[src/rtl/dmem_lsu.sv]
// Load/store unit between the execute stage and word-addressed dmem: byte/half/word
// access, read-modify-write for sub-word stores. Optional macro: LSU_MISALIGN_TRAP_EN.
module dmem_lsu (
  input  logic        clk,
  input  logic        reset,
  input  logic        req,
  input  logic        we,
  input  logic [1:0]  size,
  input  logic        sign_ext,
  input  logic [31:0] addr,
  input  logic [31:0] wdata,
  output logic        busy,
  output logic        done,
  output logic [31:0] rdata,
  output logic        misalign,
  output logic        CS,
  output logic        DM_W,
  output logic        DM_R,
  output logic [31:0] mem_addr,
  output logic [31:0] mem_wdata,
  input  logic [31:0] mem_rdata
);

  typedef enum logic [1:0] {S_IDLE, S_RD, S_WR, S_RESP} state_t;

  state_t      r_state;
  state_t      w_next;
  logic        r_we;
  logic [1:0]  r_size;
  logic        r_sext;
  logic [1:0]  r_lane;
  logic [15:0] r_wdata_lo;
  logic        r_mis;
  logic [31:0] r_rdata;
  logic [31:0] r_mem_addr;
  logic [31:0] r_mem_wdata;

  logic        w_accept;
  logic        w_mis;
  logic [31:0] w_merge;
  logic [31:0] w_load;
  logic [7:0]  w_byte;
  logic [15:0] w_half;

  assign w_accept = (r_state == S_IDLE) && req;

`ifdef LSU_MISALIGN_TRAP_EN
  assign w_mis = ((size == 2'b01) && addr[0]) || (size[1] && (addr[1:0] != 2'b00));
`else
  assign w_mis = 1'b0;
`endif

  // The fetched word is merged as it arrives, so the write-data register doubles as the RMW buffer.
  always_comb begin
    w_merge = mem_rdata;
    if (!r_size[1]) begin
      if (r_size[0]) w_merge[{r_lane[1], 4'b0000} +: 16] = r_wdata_lo;
      else           w_merge[{r_lane, 3'b000} +: 8]      = r_wdata_lo[7:0];
    end
  end

  always_comb begin
    w_byte = mem_rdata[{r_lane, 3'b000} +: 8];
    w_half = mem_rdata[{r_lane[1], 4'b0000} +: 16];
    if (r_size[1])      w_load = mem_rdata;
    else if (r_size[0]) w_load = {{16{r_sext & w_half[15]}}, w_half};
    else                w_load = {{24{r_sext & w_byte[7]}}, w_byte};
  end

  always_ff @(posedge clk) begin
    if (reset) r_state <= S_IDLE;
    else       r_state <= w_next;
  end

  always_comb begin
    w_next = r_state;
    case (r_state)
      S_IDLE: begin
        if (req) begin
          if (w_mis)        w_next = S_RESP;
          else if (!we)     w_next = S_RD;
          else if (size[1]) w_next = S_WR;
          else              w_next = S_RD;
        end
      end
      S_RD:    w_next = r_we ? S_WR : S_RESP;
      S_WR:    w_next = S_RESP;
      default: w_next = S_IDLE;
    endcase
  end

  always_comb begin
    busy     = (r_state != S_IDLE);
    done     = (r_state == S_RESP);
    misalign = (r_state == S_RESP) && r_mis;
    CS       = (r_state == S_RD) || (r_state == S_WR);
    DM_R     = (r_state == S_RD);
    DM_W     = (r_state == S_WR);
  end

  always_ff @(posedge clk) begin
    if (reset) begin
      r_we        <= 1'b0;
      r_size      <= 2'b00;
      r_sext      <= 1'b0;
      r_lane      <= 2'b00;
      r_wdata_lo  <= 16'h0000;
      r_mis       <= 1'b0;
      r_rdata     <= 32'h0;
      r_mem_addr  <= 32'h0;
      r_mem_wdata <= 32'h0;
    end else begin
      if (w_accept) begin
        r_we       <= we;
        r_size     <= size;
        r_sext     <= sign_ext;
        r_lane     <= addr[1:0];
        r_wdata_lo <= wdata[15:0];
        r_mis      <= w_mis;
        if (!w_mis) r_mem_addr <= {addr[31:2], 2'b00};
        if (!w_mis && we && size[1]) r_mem_wdata <= wdata;
      end
      if (r_state == S_RD) begin
        if (r_we) r_mem_wdata <= w_merge;
        else      r_rdata     <= w_load;
      end
    end
  end

  assign rdata     = r_rdata;
  assign mem_addr  = r_mem_addr;
  assign mem_wdata = r_mem_wdata;

endmodule

[config.mk]
export PLATFORM = sky130hd
export DESIGN_NAME = dmem_lsu
export DESIGN_NICKNAME = d
export VERILOG_FILES = /design/src/rtl/dmem_lsu.sv
export SDC_FILE = /design/constraint.sdc
export NUM_CORES = 1
export LEC_CHECK = 0
export CORE_ASPECT_RATIO = 0.5
export CORE_MARGIN = 2
export CORE_UTILIZATION = 30
export DETAILED_ROUTE_END_ITERATION = 7
export SKIP_CTS_REPAIR_TIMING = 1
export SLEW_MARGIN = 20
export SYNTH_ARGS = -nofsm -noshare
export SYNTH_HDL_FRONTEND = slang
export SYNTH_SLANG_ARGS = --single-unit
[constraint.sdc]
create_clock -name clk -period 3.3 [get_ports clk]
set_input_delay 0.99 -clock clk [delete_from_list [all_inputs] [get_ports clk]]
set_output_delay 0.99 -clock clk [all_outputs]
set_load 0.005 [all_outputs]
==> reports/qor.csv, run 1 <==
stage,metric,value,unit
outcome,run status,finished clean,
layout,fillers,2015,
pwr,Power per Cell Area,721,mW/mm^2
cts,buffer levels on the longest clock path,2,
drt,iteration-0 DRC count of the detailed router,430,
grt,wire length of the first global-routing pass,34900,um
layout,final instance area,0.00894,sq mm
place,placed standard-cell area,0.00839,sq mm
cts,total CTS buffers,17,
pwr,maximum VDD drop,357,uV
sta,peak clock frequency supported by timing,0.364,GHz
drt,detailed-route wire length per cell,19.4,um
place,Setup WS pre-CTS,0.372,ns
sta,RSZ-0062 raised after global routing,false,
grt,total global routing overflow,0,
sta,portion of the clock cycle consumed by the worst path in the final layout,0.831,
yosys,flip-flop and latch count after synthesis,118,
cts,H-tree Lvls,4,
yosys,sequential-to-total area share from yosys stat,0.382,
cts,TritonCTS clock tree,yes,
drt,per-cell via count in the routed design,5.33,
cts,buffer type at the clock tree root,sky130_fd_sc_hd__clkbuf_16,
setup_path,slowest cell delay on critical path,0.51,ns
layout,"leading cell type in the layout, fill and taps excluded",sky130_fd_sc_hd__clkdlybuf4s50_1,
sta,"crit path setup slack, layout",0.556,ns
setup_path,nature of the critical path startpoint,register,
grt,vias in the first global route,6014,
drt,post-route antenna net violation count,0,
layout,sequential standard cell area,0.00237,sq mm
setup_path,sequence of cells on the critical path,inv_1 -> ha_1 -> inv_1 -> clkdlybuf4s50_1,
grt,all-layer global routing usage,0.209,
sta,setup total negative slack,0,ns
sta,Tightest Pin Transition,0.965,ns
setup_path,library cell contributing the largest single delay on the critical path,sky130_fd_sc_hd__clkdlybuf4s50_1,
layout,total area of multi-input combinational cells,0.00347,sq mm
drt,final routed DRC violation total,0,
floorplan,Chip Width,207,um
place,half-perimeter wire length after detailed placement,16500,um
floorplan,IO Pins,205,
grt,largest net degree at the start of global routing,67,
floorplan,number of cell rows,37,
floorplan,Total Die Area,0.0218,sq mm
layout,diode insertion count for antenna repair,0,
sta,time the worst path needs with I/O delays and setup,2.74,ns
yosys,cell area after synthesis,0.00618,sq mm
yosys,yosys warns,0,
setup_path,Worst Path Max Fanout,5,
grt,number of antenna violations at the first check in global routing,2,
pwr,leakage component of the power,3.11,nW
yosys,synthesized instance count,737,
hold_path,Hold Path Class,register to register,
floorplan,placeable core region,0.0204,sq mm
setup_path,most prevalent standard cell on the critical path,sky130_fd_sc_hd__inv_1,
sta,total count of max-transition violations in the final report,0,
cts,TritonCTS sink count,118,
place,number of placed cells counting well taps,1163,
floorplan,starting density of the core,0.303,
sta,Finish-stage setup viols,0,
layout,nets,1021,
floorplan,die height,105,um
drt,drt pass-1 iters,5,
drt,DRT Wirelength,23200,um
yosys,Post-Synthesis Mean Instance Area,8.38,sq um
setup_path,worst endpoint required time,2.31,ns
setup_path,arrival time reported for the critical path endpoint,1.75,ns
sta,final worst clock skew,0.00907,ns
run,Max Cap Viol,0,
layout,layout cell share with drive strength beyond 1,0.105,
sta,Relative slew margins,0.354,
sta,Fin. Hold Viols,0,
setup_path,Crit. End Element,output pin,
cts,clock transition at the registers of the reported paths,0.06,ns
cts,clock latency reported for the late side of the worst-skew pair,0.42,ns
layout,"count of placed standard cells in the final layout, fillers left out",1194,
setup_path,type of the worst setup path,register to output pin,
drt,vias,6360,
layout,most used cells in the layout excluding fill and tap cells,"sky130_fd_sc_hd__clkdlybuf4s50_1, sky130_fd_sc_hd__nand2_1, sky130_fd_sc_hd__dfxtp_1",
place,final weighted congestion of routability-driven global placement,0.863,
layout,synth-to-layout area growth,44.7,%
place,Port-buffer cells,201,
yosys,Cell variety after synth,40,
state kept, by name, summed over array words and instances, names as in the netlist:
name,cells
mem_wdata,32
r_wdata_lo,16
r_sext,1
rdata,32
r_state,2
r_lane,2
r_we,1
mem_addr,30
r_size,2
synth_stat cells, drive strengths merged:
cell type	count	area share
a211oi	25	0.038
a21oi	94	0.076
a221o	16	0.026
a221oi	40	0.065
a311o	8	0.013
a311oi	24	0.034
a41o	1	0.0016
and2	2	0.0020
and3b	1	0.0014
and4bb	1	0.0020
buf	24	0.024
clkbuf	47	0.029
conb	1	0.00061
dfxtp	118	0.38
ha	9	0.018
inv	9	0.0055
mux2	11	0.020
mux2i	35	0.057
mux4	7	0.026
nand2	197	0.12
nand2b	1	0.0010
nand3	9	0.0081
nor2	28	0.017
nor2b	11	0.011
nor3b	3	0.0055
nor4	3	0.0040
o21ai	9	0.0073
o31a	1	0.0028
or3	1	0.0010
or3b	1	0.0014
routing by layer:
metal / vias up / global-route usage / wire (um)
met5: - / 0 / 26
met4: 4 / 0.0578 / 311
met3: 26 / 0.0467 / 1620
met2: 223 / 0.322 / 10600
met1: 3091 / 0.291 / 10600
li1: 3016 / - / -
cell families after synthesis:
kind of cell | count (synthesis) | synth area share
simple gates | 258 | 0.174
compound gates | 218 | 0.264
flops | 118 | 0.382
buf+inv | 80 | 0.0581
mux | 53 | 0.102
fa+ha+maj | 9 | 0.0182
other cells | 1 | 0.000607
path summary, 6_finish.rpt:
check | startpoint | end | slack, ns | cells after the start
worst min register to register | mem_addr[28]$_SDFFE_PP0P_ | mem_addr[28]$_SDFFE_PP0P_ | 0.45 | 2
worst max register to register | r_lane[1]$_SDFFE_PP0P_ | mem_wdata[11]$_SDFF_PP0_ | 1.04 | 6
worst min-delay path | mem_addr[28]$_SDFFE_PP0P_ | mem_addr[28]$_SDFFE_PP0P_ | 0.45 | 2
worst max-delay path | r_state[0]$_SDFFE_PP0P_ | busy | 0.56 | 4
report_power, final:
| group | switching [mW] | internal, mW | total, mW |
|---|---|---|---|
| registers | 0.273 | 1.78 | 2.05 |
| logic | 1.33 | 1.29 | 2.62 |
| clock network | 0.675 | 1.10 | 1.77 |
worst max-delay path: cells and delay by family, from the launching register on:
family	cells	cell delay [ns]
adder cells (fa/ha/maj)	1	0.26
buffers and inverters	3	0.69
flip-flops	1	0.40
per-stage QoR:
stage                util  hold slack [ns]  power (mW)
finish              0.439            0.452        6.45
global route        0.439            0.472        6.83
CTS                 0.439            0.453        6.48
detailed placement  0.412            0.446        4.69
global placement    0.412            0.441        4.64
floorplan               -            0.436        3.49
layout make-up:
class                   instances  area share
flip-flops and latches        118       0.265
well taps                     273      0.0382
clock inverters                11      0.0123
inverters                       9     0.00378
multi-input cells             541       0.388
clock buffers                  20      0.0488
repair buffers                222       0.244
Power figures use the tool's default switching activity.
==> run 2: changes to the inputs <==
==> constraint.sdc (replaced) <==
create_clock -name clk -period 2.75 [get_ports clk]
set_input_delay 0.825 -clock clk [delete_from_list [all_inputs] [get_ports clk]]
set_output_delay 0.825 -clock clk [all_outputs]
set_load 0.005 [all_outputs]
==> reports/qor.csv, run 2 (synthesis gave the netlist of run 1 again) <==
stage,metric,value,unit
outcome,run status,finished clean,
setup_path,RR Endpoint,mem_wdata[16]$_SDFF_PP0_,
sta,total count of max-transition violations in the final report,0,
floorplan,die height,105,um
drt,iteration-0 DRC count of the detailed router,478,
hold_path,instance count along the most critical hold path,2,
layout,"leading cell type in the layout, fill and taps excluded",sky130_fd_sc_hd__clkdlybuf4s50_1,
cts,total CTS buffers,17,
layout,nets,1031,
setup_path,Crit. End Element,output pin,
sta,peak clock frequency supported by timing,0.390,GHz
cts,TritonCTS sink count,118,
drt,detailed-route wire length per cell,19.3,um
grt,number of antenna violations at the first check in global routing,0,
setup_path,Worst Path Max Fanout,5,
layout,diode insertion count for antenna repair,0,
place,Setup WS pre-CTS,0.109,ns
floorplan,number of cell rows,37,
cts,clock transition at the registers of the reported paths,0.06,ns
drt,per-cell via count in the routed design,5.32,
sta,time the worst path needs with I/O delays and setup,2.57,ns
grt,wire length of the first global-routing pass,35500,um
setup_path,worst endpoint required time,1.93,ns
sta,"crit path setup slack, layout",0.183,ns
setup_path,type of the worst setup path,register to output pin,
sta,Fin. Hold Viols,0,
place,half-perimeter wire length after detailed placement,16700,um
drt,post-route antenna net violation count,0,
layout,synth-to-layout area growth,48.1,%
drt,final routed DRC violation total,0,
floorplan,IO Pins,205,
cts,buffer type at the clock tree root,sky130_fd_sc_hd__clkbuf_16,
floorplan,Chip Width,207,um
cts,buffer levels on the longest clock path,2,
sta,Finish-stage setup viols,0,
layout,layout cell share with drive strength beyond 1,0.118,
cts,clock latency reported for the late side of the worst-skew pair,0.43,ns
pwr,Power per Cell Area,894,mW/mm^2
place,final weighted congestion of routability-driven global placement,0.850,
setup_path,nature of the critical path startpoint,register,
setup_path,launch point of the worst reg-to-reg path,r_lane[1]$_SDFFE_PP0P_,
grt,all-layer global routing usage,0.211,
setup_path,arrival time reported for the critical path endpoint,1.74,ns
sta,portion of the clock cycle consumed by the worst path in the final layout,0.933,
sta,Tightest Pin Transition,0.822,ns
floorplan,Total Die Area,0.0218,sq mm
hold_path,startpoint of the tightest hold check path,mem_addr[8]$_SDFFE_PP0P_,
grt,largest net degree at the start of global routing,73,
sta,Relative slew margins,0.450,
sta,setup total negative slack,0,ns
hold_path,Hold Path Class,register to register,
grt,total global routing overflow,0,
place,Port-buffer cells,201,
pwr,leakage component of the power,3.21,nW
hold_path,end of the worst hold path,mem_addr[8]$_SDFFE_PP0P_,
cts,TritonCTS clock tree,yes,
grt,vias in the first global route,6199,
floorplan,starting density of the core,0.303,
drt,DRT Wirelength,23300,um
run,Max Cap Viol,0,
sta,final worst clock skew,0.0141,ns
drt,drt pass-1 iters,5,
sta,RSZ-0062 raised after global routing,false,
cts,H-tree Lvls,4,
setup_path,worst-case reg-to-reg path depth,6,
drt,vias,6414,
setup_path,reg2reg setup slack,0.55,ns
floorplan,placeable core region,0.0204,sq mm
layout,most used cells in the layout excluding fill and tap cells,"sky130_fd_sc_hd__clkdlybuf4s50_1, sky130_fd_sc_hd__nand2_1, sky130_fd_sc_hd__dfxtp_1",
pwr,maximum VDD drop,452,uV
[run 2: worst max-delay path, cell delays in order (launching register included)]
cell and delay, ns:
sky130_fd_sc_hd__dfxtp_1 0.38, sky130_fd_sc_hd__inv_1 0.08, sky130_fd_sc_hd__ha_1 0.26, sky130_fd_sc_hd__inv_1 0.09, sky130_fd_sc_hd__clkdlybuf4s50_1 0.52
[run 2: routing by layer]
| layer | GRT usage | wire length [um] | up-vias |
|---|---|---|---|
| li1 | - | - | 3040 |
| met1 | 0.286 | 10600 | 3111 |
| met2 | 0.328 | 10600 | 224 |
| met3 | 0.0547 | 1690 | 39 |
| met4 | 0.0664 | 411 | 0 |
| met5 | 0 | 0 | - |
[run 2: final cells by class]
cell class	instances	area, sq um
Clock buffer	20	457
Clock inverter	12	200
Fill cell	1985	11200
Inverter	9	33.8
Multi-Input combinational cell	541	3470
Sequential cell	118	2370
Tap cell	273	342
Timing Repair Buffer	232	2280
[run 2: metrics by stage]
stage,utilization,cell area [sq um],std cells,power (mW),hold WS [ns]
after detailed placement,0.417,8490,1173,5.68,0.447
after CTS,0.449,9150,1205,8.23,0.454
after global placement,0.417,8490,1173,5.64,0.441
final,0.449,9150,1205,8.18,0.451
after floorplan,-,6190,739,4.19,0.436
after global routing,0.449,9150,1205,8.64,0.470
[run 2: where the power goes]
group | leakage (nW) | total [mW] | switching [mW] | internal, mW
registers | 0.967 | 2.45 | 0.321 | 2.13
logic | 1.93 | 3.21 | 1.62 | 1.59
clock network | 0.312 | 2.52 | 0.864 | 1.66
[run 2: worst max path at each step]
stage / from / endpoint / cells after the start
3_3_place_gp: mem_rdata[15] / rdata[15]$_SDFFE_PP0P_ / 5
2_1_floorplan: r_lane[1]$_SDFFE_PP0P_ / mem_wdata[0]$_SDFF_PP0_ / 8
4_1_cts: r_state[0]$_SDFFE_PP0P_ / busy / 4
5_1_grt: r_state[0]$_SDFFE_PP0P_ / busy / 4
3_5_place_dp: mem_rdata[15] / rdata[15]$_SDFFE_PP0P_ / 5
6_report: r_state[0]$_SDFFE_PP0P_ / busy / 4
